==> config.mk <==
export PLATFORM = sky130hd
export DESIGN_NAME = grf_mp
export DESIGN_NICKNAME = d
export VERILOG_FILES = /design/src/rtl/grf_pkg.sv /design/src/rtl/grf_scoreboard.sv /design/src/rtl/grf_mp.sv
export SDC_FILE = /design/constraint.sdc
export NUM_CORES = 2
export LEC_CHECK = 0
export CORE_MARGIN = 5
export CORE_UTILIZATION = 50
export CTS_CLUSTER_SIZE = 25
export DETAILED_ROUTE_END_ITERATION = 8
export PLACE_DENSITY = 0.69
export SLEW_MARGIN = 20
export SYNTH_ARGS = -nofsm -noshare
export SYNTH_HDL_FRONTEND = slang
export SYNTH_SLANG_ARGS = --single-unit
==> constraint.sdc <==
create_clock -name clk -period 15.8 [get_ports clk]
set_input_delay 3.16 -clock clk [delete_from_list [all_inputs] [get_ports clk]]
set_output_delay 3.16 -clock clk [all_outputs]
set_load 0.05 [all_outputs]
==> src/rtl/grf_pkg.sv <==
`default_nettype none
// ============================================================================
// Module   : grf_pkg
// Desc     : Shared types and default parameters for the grf_mp register file.
// Revision : 1.0 - initial release
// ============================================================================
package grf_pkg;

  localparam int C_DATA_W = 32;
  localparam int C_DEPTH  = 32;
  localparam int C_NRD    = 2;

  typedef enum logic [0:0] {
    CLEAR = 1'b0,
    READY = 1'b1
  } grf_state_t;

  // Address width never drops below one bit, even for tiny arrays.
  function automatic int grf_addr_w(input int depth);
    return (depth > 2) ? $clog2(depth) : 1;
  endfunction

endpackage
`default_nettype wire

==> src/rtl/grf_scoreboard.sv <==
`default_nettype none
// ============================================================================
// Module   : grf_scoreboard
// Desc     : Per-register pending bits with set/clear and per-read-port lookup.
// Revision : 1.0 - initial release
// ============================================================================
module grf_scoreboard
  import grf_pkg::*;
#(
  parameter int DEPTH  = C_DEPTH,
  parameter int NRD    = C_NRD,
  parameter int ADDR_W = grf_addr_w(C_DEPTH)
) (
  input  logic                  clk,
  input  logic                  reset,
  input  logic                  i_set,
  input  logic [ADDR_W-1:0]     i_set_addr,
  input  logic                  i_clr0,
  input  logic [ADDR_W-1:0]     i_clr0_addr,
  input  logic                  i_clr1,
  input  logic [ADDR_W-1:0]     i_clr1_addr,
  input  logic [NRD*ADDR_W-1:0] i_raddr,
  output logic [NRD-1:0]        o_rpend
);

  localparam logic [ADDR_W:0] C_DEPTH_X = (ADDR_W+1)'(DEPTH);

  logic [DEPTH-1:0] r_pend;
  logic [DEPTH-1:0] w_pend_nxt;

  // Callers only raise set/clear for in-range addresses; set is applied last so it wins.
  always_comb begin
    w_pend_nxt = r_pend;
    if (i_clr0) w_pend_nxt[i_clr0_addr] = 1'b0;
    if (i_clr1) w_pend_nxt[i_clr1_addr] = 1'b0;
    if (i_set)  w_pend_nxt[i_set_addr]  = 1'b1;
  end

  always_ff @(posedge clk) begin
    if (!reset) r_pend <= '0;
    else        r_pend <= w_pend_nxt;
  end

  generate
    for (genvar k = 0; k < NRD; k++) begin : g_rd
      logic [ADDR_W-1:0] w_ra;
      assign w_ra       = i_raddr[k*ADDR_W +: ADDR_W];
      assign o_rpend[k] = ({1'b0, w_ra} < C_DEPTH_X) ? r_pend[w_ra] : 1'b0;
    end
  endgenerate

endmodule
`default_nettype wire

==> src/rtl/grf_mp.sv <==
`default_nettype none
// ============================================================================
// Module   : grf_mp
// Desc     : Multi-read, dual-write register file with self-clearing init and
//            a pending-write scoreboard. Option GRF_BYPASS_EN adds same-cycle
//            write-to-read forwarding.
// Revision : 1.0 - initial release
// ============================================================================
module grf_mp
  import grf_pkg::*;
#(
  parameter  int DATA_W = C_DATA_W,
  parameter  int DEPTH  = C_DEPTH,
  parameter  int NRD    = C_NRD,
  localparam int ADDR_W = grf_addr_w(DEPTH)
) (
  input  logic                  clk,
  input  logic                  reset,
  output logic                  init_busy,
  input  logic                  we0,
  input  logic                  we1,
  input  logic [ADDR_W-1:0]     waddr0,
  input  logic [ADDR_W-1:0]     waddr1,
  input  logic [DATA_W-1:0]     wdata0,
  input  logic [DATA_W-1:0]     wdata1,
  input  logic [NRD*ADDR_W-1:0] raddr,
  output logic [NRD*DATA_W-1:0] rdata,
  output logic [NRD-1:0]        rpend,
  input  logic                  sb_set,
  input  logic [ADDR_W-1:0]     sb_addr
);

  localparam logic [ADDR_W:0]   C_DEPTH_X = (ADDR_W+1)'(DEPTH);
  localparam logic [ADDR_W-1:0] C_LAST    = ADDR_W'(DEPTH - 1);

  grf_state_t        r_state, w_state_nxt;
  logic [ADDR_W-1:0] r_clr_cnt, w_clr_cnt_nxt;
  logic [DATA_W-1:0] r_mem [DEPTH];

  logic              w_ready;
  logic              w_wr0, w_wr1, w_sb;
  logic [NRD-1:0]    w_sb_pend;

  function automatic logic in_range(input logic [ADDR_W-1:0] a);
    return (a != '0) && ({1'b0, a} < C_DEPTH_X);
  endfunction

  always_ff @(posedge clk) begin
    if (!reset) begin
      r_state   <= CLEAR;
      r_clr_cnt <= '0;
    end else begin
      r_state   <= w_state_nxt;
      r_clr_cnt <= w_clr_cnt_nxt;
    end
  end

  always_comb begin
    w_state_nxt   = r_state;
    w_clr_cnt_nxt = r_clr_cnt;
    case (r_state)
      CLEAR: begin
        w_clr_cnt_nxt = r_clr_cnt + ADDR_W'(1);
        if (r_clr_cnt == C_LAST) begin
          w_state_nxt   = READY;
          w_clr_cnt_nxt = '0;
        end
      end
      READY: begin
        w_state_nxt = READY;
      end
    endcase
  end

  // Holding reset low masks everything immediately, before the first edge lands.
  assign w_ready   = reset && (r_state == READY);
  assign init_busy = !w_ready;

  assign w_wr0 = w_ready && we0    && in_range(waddr0);
  assign w_wr1 = w_ready && we1    && in_range(waddr1);
  assign w_sb  = w_ready && sb_set && in_range(sb_addr);

  // Port 1 is written last so it wins a same-address collision.
  always_ff @(posedge clk) begin
    if (r_state == CLEAR) begin
      r_mem[r_clr_cnt] <= '0;
    end else begin
      if (w_wr0) r_mem[waddr0] <= wdata0;
      if (w_wr1) r_mem[waddr1] <= wdata1;
    end
  end

  grf_scoreboard #(
    .DEPTH  (DEPTH),
    .NRD    (NRD),
    .ADDR_W (ADDR_W)
  ) u_scoreboard (
    .clk         (clk),
    .reset       (reset),
    .i_set       (w_sb),
    .i_set_addr  (sb_addr),
    .i_clr0      (w_wr0),
    .i_clr0_addr (waddr0),
    .i_clr1      (w_wr1),
    .i_clr1_addr (waddr1),
    .i_raddr     (raddr),
    .o_rpend     (w_sb_pend)
  );

  generate
    for (genvar k = 0; k < NRD; k++) begin : g_rd
      logic [ADDR_W-1:0] w_ra;
      logic [DATA_W-1:0] w_data;
      logic              w_pend;

      assign w_ra = raddr[k*ADDR_W +: ADDR_W];

      always_comb begin
        w_data = '0;
        w_pend = 1'b0;
        if (w_ready && in_range(w_ra)) begin
          w_data = r_mem[w_ra];
          w_pend = w_sb_pend[k];
`ifdef GRF_BYPASS_EN
          if (w_wr1 && (waddr1 == w_ra)) begin
            w_data = wdata1;
            w_pend = w_sb && (sb_addr == w_ra);
          end else if (w_wr0 && (waddr0 == w_ra)) begin
            w_data = wdata0;
            w_pend = w_sb && (sb_addr == w_ra);
          end
`endif
        end
      end

      assign rdata[k*DATA_W +: DATA_W] = w_data;
      assign rpend[k]                  = w_pend;
    end
  endgenerate

endmodule
`default_nettype wire

## Yosys cells after proc, flatten, opt, wreduce, memory -nomap -nowiden

Memory sizes are Yosys's and may differ from the RTL's.
Cells that the tools add are included.

| storage, ports and cells | value |
|---|---|
| register bits after elaboration | 38 |
| bits in latches | 0 |
| bits in writable memories | 1024 |
| ROM bits | 0 |
| bits of input ports | 94 |
| word-level logic and storage cells | 69 |
| memories kept | 1 |

| operators by class | value |
|---|---|
| add/subtract/negate cells | 1 |
| $mul | 0 |
| div/mod/pow operators | 0 |
| magnitude comparators | 8 |
| equal/unequal tests | 1 |
| shift operators | 0 |
| muxes and demuxes | 30 |
| bitwise gates (word level) | 6 |
| reduce and logical (&&, ||, !) cells | 19 |

Memory list:

| memory | words | bits a word | rd ports | clocked after Yosys merged registers in | write ports | line | text |
|---|---|---|---|---|---|---|---|
| r_mem | 32 | 32 | 2 | 0 | 2 | grf_mp.sv:38 | `logic [DATA_W-1:0] r_mem [DEPTH];` |

Operators by type and width:

| cell | number |
|---|---|
| 2-to-1 mux 32 bit | 6 |
| AND 32 bit | 2 |
| inverter 32 bit | 2 |
| bitwise OR 32 bit | 1 |
| OR reduction 32 bit | 1 |
| less-than comparator 5 x 6 -> 1 bit (second input constant) | 5 |
| nonzero test 5 bit | 5 |
| 2-to-1 mux 1 bit | 16 |
| demux 1 bit (select 5 bit) | 3 |
| >= comparator 5 x 1 -> 1 bit (second input constant) | 3 |
| logical AND 1 bit | 12 |
| binary-select mux 1 bit (select 5 bit) | 2 |
| 2-to-1 mux 5 bit | 2 |
| adder 5 x 1 -> 5 bit (second input constant) | 1 |
| equality test 5 bit (second input constant) | 1 |
| case mux 1 bit (2 select lines) | 1 |
| zero test 1 bit | 1 |
| inverter 1 bit | 1 |

## Longest topological paths before layout

| logic depth | value |
|---|---|
| depth in word-level cells | 11 |
| mapped depth | 9 |
| mapped depth without buffers | 7 |

## By module

From an unflattened synthesis, not the netlist that was laid out.

| second synthesis, totals | value |
|---|---|
| cell total of the unflattened synthesis | 5481 |
| area, all modules | 61886.9 um^2 |

Modules (own cells, without submodules):

| module | instances | cells an instance | area an instance (um^2) | seq. area each (um^2) |
|---|---|---|---|---|
| grf_mp | 1 | 5219 | 59590.9 | 30869.6 |
| grf_scoreboard | 1 | 262 | 2296.0 | 640.6 |

## Worst setup path after synthesis

Ideal clock, no wire load.

| timing | value |
|---|---|
| path type | in2out |
| start point | input raddr[1] |
| end point | output rdata[10] |
| arrival time | 5.207 ns |
| required time | 12.640 ns |
| path slack | 7.433 ns |
| stages | 7 |
| path buffers | 3 |
| path through | clkbuf_1 buf_2 buf_2 mux4_2 mux2_2 nand2_1 nand4_1 |

| on the way | value |
|---|---|
| cells in the longest elaborated chain, start to end | 3 |
| elaborated cells on any way between the ends | 4 |

Ends and longest elaborated chain:

| item | line | text |
|---|---|---|
| start: declaration | grf_mp.sv:26 | `input logic [NRD*ADDR_W-1:0] raddr,` |
| parallel branches: the longest is 2 deep, another holds memory read (32 x 32 bit) | n/a |  |
| 2-to-1 mux 32 bit (*) | grf_mp.sv:121 | `if (w_ready && in_range(w_ra)) begin` |
| end: declaration | grf_mp.sv:27 | `output logic [NRD*DATA_W-1:0] rdata,` |

Mark *: on every way between the ends.

## Final worst setup path

| timing | value |
|---|---|
| start point | input raddr[5] |
| end point | output rdata[47] |

The elaborated chain is that of the path after synthesis.

==> results.json <==
{
  "start_util": 0.505,
  "pre_cts_ws_ns": 5.01,
  "finalCriticalPeriod_ns": 11.00,
  "crit_start": "raddr[5]",
  "h-tree-depth": 3,
  "dieArea_um2": 132000,
  "cts_made_buffers": 111,
  "viasPerCell": 7.11,
  "reg2reg_slack_ns": 11.41,
  "route.met2.wl_mm": 108,
  "hold_depth": 2,
  "grt_max_degree": 128,
  "wl_met3_mm": 33.6,
  "portBuffers": 160,
  "setup_violations": 0,
  "clockBufferDepth": 3,
  "wl_mm": 245,
  "crit_arrival_ns": 7.84,
  "ir_worst_vdd_mv": 0.0843,
  "yosys.area.top_type": "edfxtp_1",
  "cts-resized-gates": 0,
  "synthTopCellsByArea": "edfxtp_1 (49%), mux2i_1 (13%), mux2_2 (8.7%)",
  "synthToLayoutAreaGrowth_pct": 9.64,
  "worstMarginPinSlew_ns": 1.30,
  "outcome": "complete, no violations",
  "avgSynthCellArea_um2": 11.6,
  "fin_skew_ns": 0.0224,
  "synth_seq_cells": 1062,
  "worst_slack_ns": 4.80,
  "netlist_instances": 5382,
  "clock_latency_ns": 0.72,
  "grt_usage": 0.359,
  "ant_nets": 0,
  "drt-pass1-iter-count": 7,
  "die_h_um": 364,
  "routedLengthMet1_mm": 84.8,
  "gp_congestion": 0.912,
  "wl_per_cell_um": 35.4,
  "syn_area_um2": 62600,
  "root_buffer": "clkbuf_16",
  "cts_tree": "done",
  "critPathCaptureType": "primary output",
  "r2r-end": "r_mem[11][23]",
  "power.density_nw_per_um2": 88.3,
  "cp.required_ns": 12.64,
  "synth_warnings": 0,
  "hold_path_end": "u_scoreboard.r_pend[7]",
  "synth_edf_count": 1024,
  "maxCapViolations": 0,
  "drive_gt1_frac": 0.197,
  "overflow": 0,
  "reg2regPathDepth": 5,
  "min_from": "u_scoreboard.r_pend[7]",
  "grt_first_pass_wirelength_mm": 343,
  "drt_iter0_markers": 8124,
  "grt_pass1_vias": 47400,
  "reg2reg_from": "r_state",
  "hold_violations": 0,
  "antenna_found_initial": 21,
  "async_flop_share": 0,
  "topRoutingLayerUsed": "met5",
  "seq_area_frac_synth": 0.504,
  "synth_ff_type": "edfxtp_1",
  "placement_rows": 129,
  "placeableCoreArea_um2": 124000,
  "slew_violations": 0,
  "path_clk_slew_ns": 0.06,
  "fin_nets": 5278,
  "slew_headroom": 0.130,
  "power_leakage_uw": 0.0251,
  "die_x_um": 364,
  "vias": 49200,
  "critPathKind": "in2out",
  "io_pins": 161,
  "max_freq_mhz": 90.9,
  "post_cts_buffers": 0,
  "dp_hpwl_mm": 136,
  "drc": 0,
  "start_kind": "input port",
  "n_fill_cell": 10200,
  "syn-num-nets": 5478,
  "cts.sinks": 1062,
  "fin_setup_tns_ns": 0,
  "min_period_over_period": 0.696,
  "yosys.area.top_type_share": 0.492,
  "worstPathMaxFanout": 42,
  "hold_buffers": 0,
  "rsz0062_at_grt": "false",
  "synth_cell_types": 61,
  "min_path_type": "reg2reg"
}
==> power by group <==
part           switching, uW  leakage (uW)  internal, uW
Combinational            309        0.0132           171
Sequential              14.2        0.0103          3070
Clock                   1150       0.00162          1340
==> area by class of cell <==
class	instances	area, um2	area share
clock inverters	59	353	0.00514
well taps	1637	2050	0.0299
flip-flops and latches	1062	31500	0.459
inverters	38	143	0.00208
multi-input cells	3689	29100	0.424
diodes	7	17.5	0.000255
repair buffers	280	2510	0.0367
clock buffers	147	2950	0.0430
==> worst max-delay path, cell delays in order <==
cell and delay, ns:
buf_4 0.34, buf_4 0.66, nor2b_4 0.97, buf_4 0.90, a22oi_1 0.17, nand3_1 0.15, nand4_1 0.48, clkdlybuf4s50_1 0.88
==> sequential cells by signal, indices dropped and copies added, names as in the netlist <==
register             cells
u_scoreboard.r_pend     32
r_state                  1
r_clr_cnt                5
r_mem                 1024
==> Yosys cell counts (20+ instances only) <==
cell / number
buf_1: 65
clkbuf_1: 400
nand2_1: 740
mux4_2: 132
mux2i_1: 796
buf_2: 69
nand3_1: 223
nand4_1: 73
clkbuf_2: 20
a21oi_1: 72
buf_6: 27
a22oi_1: 331
nor2_1: 29
nand2_4: 25
dfxtp_1: 38
mux2_2: 482
inv_2: 21
o21ai_0: 605
edfxtp_1: 1024
==> worst max-delay path by stage <==
stage | cells after the start | slack, ns | endpoint
after floorplan | 7 | 7.43 | rdata[10]
after global placement | 8 | 5.10 | rdata[47]
after detailed placement | 8 | 5.01 | rdata[47]
after CTS | 8 | 5.00 | rdata[47]
after global routing | 8 | 5.01 | rdata[62]
final | 8 | 4.80 | rdata[47]
==> cells by family after synthesis <==
group / synth area share
AOI/OAI and AO/OA: 0.104
buffers and inverters: 0.0442
and+or+nand+nor: 0.0861
DFF: 0.504
muxes: 0.262
adders and majority gates: 0.000400
==> cell usage in the layout, fill, tap and decap left out, drive strengths merged, types with 11 or more instances in the layout <==
master	count
clkinv	51
mux2	482
edfxtp	1024
and2	11
a22oi	331
a21oi	72
buf	142
clkbuf	147
nor3	19
mux2i	796
nand4	73
clkdlybuf4s50	138
mux4	132
a21boi	11
inv	40
o22ai	18
nor2b	14
nand2	765
o21ai	608
nand3	223
nor2	29
dfxtp	38
o211ai	12
==> per-layer routing <==
layer	vias to the layer above	track usage
met3	1137	0.109
met1	24000	0.446
met2	4005	0.547
met4	26	0.234
li1	20000	-
met5	-	0.00107
==> metrics by stage <==
stage | cells | area (um2) | total power, uW | utilization | hold slack [ns]
2_1_floorplan | 5382 | 62600 | 3430 | - | 0.443
3_3_place_gp | 6704 | 65300 | 3600 | 0.527 | 0.459
3_5_place_dp | 6704 | 65300 | 3610 | 0.527 | 0.489
4_1_cts | 6910 | 68600 | 6030 | 0.553 | 0.497
5_1_grt | 6916 | 68600 | 6170 | 0.553 | 0.514
6_report | 6919 | 68600 | 6060 | 0.553 | 0.500
Power figures use the tool's default switching activity.
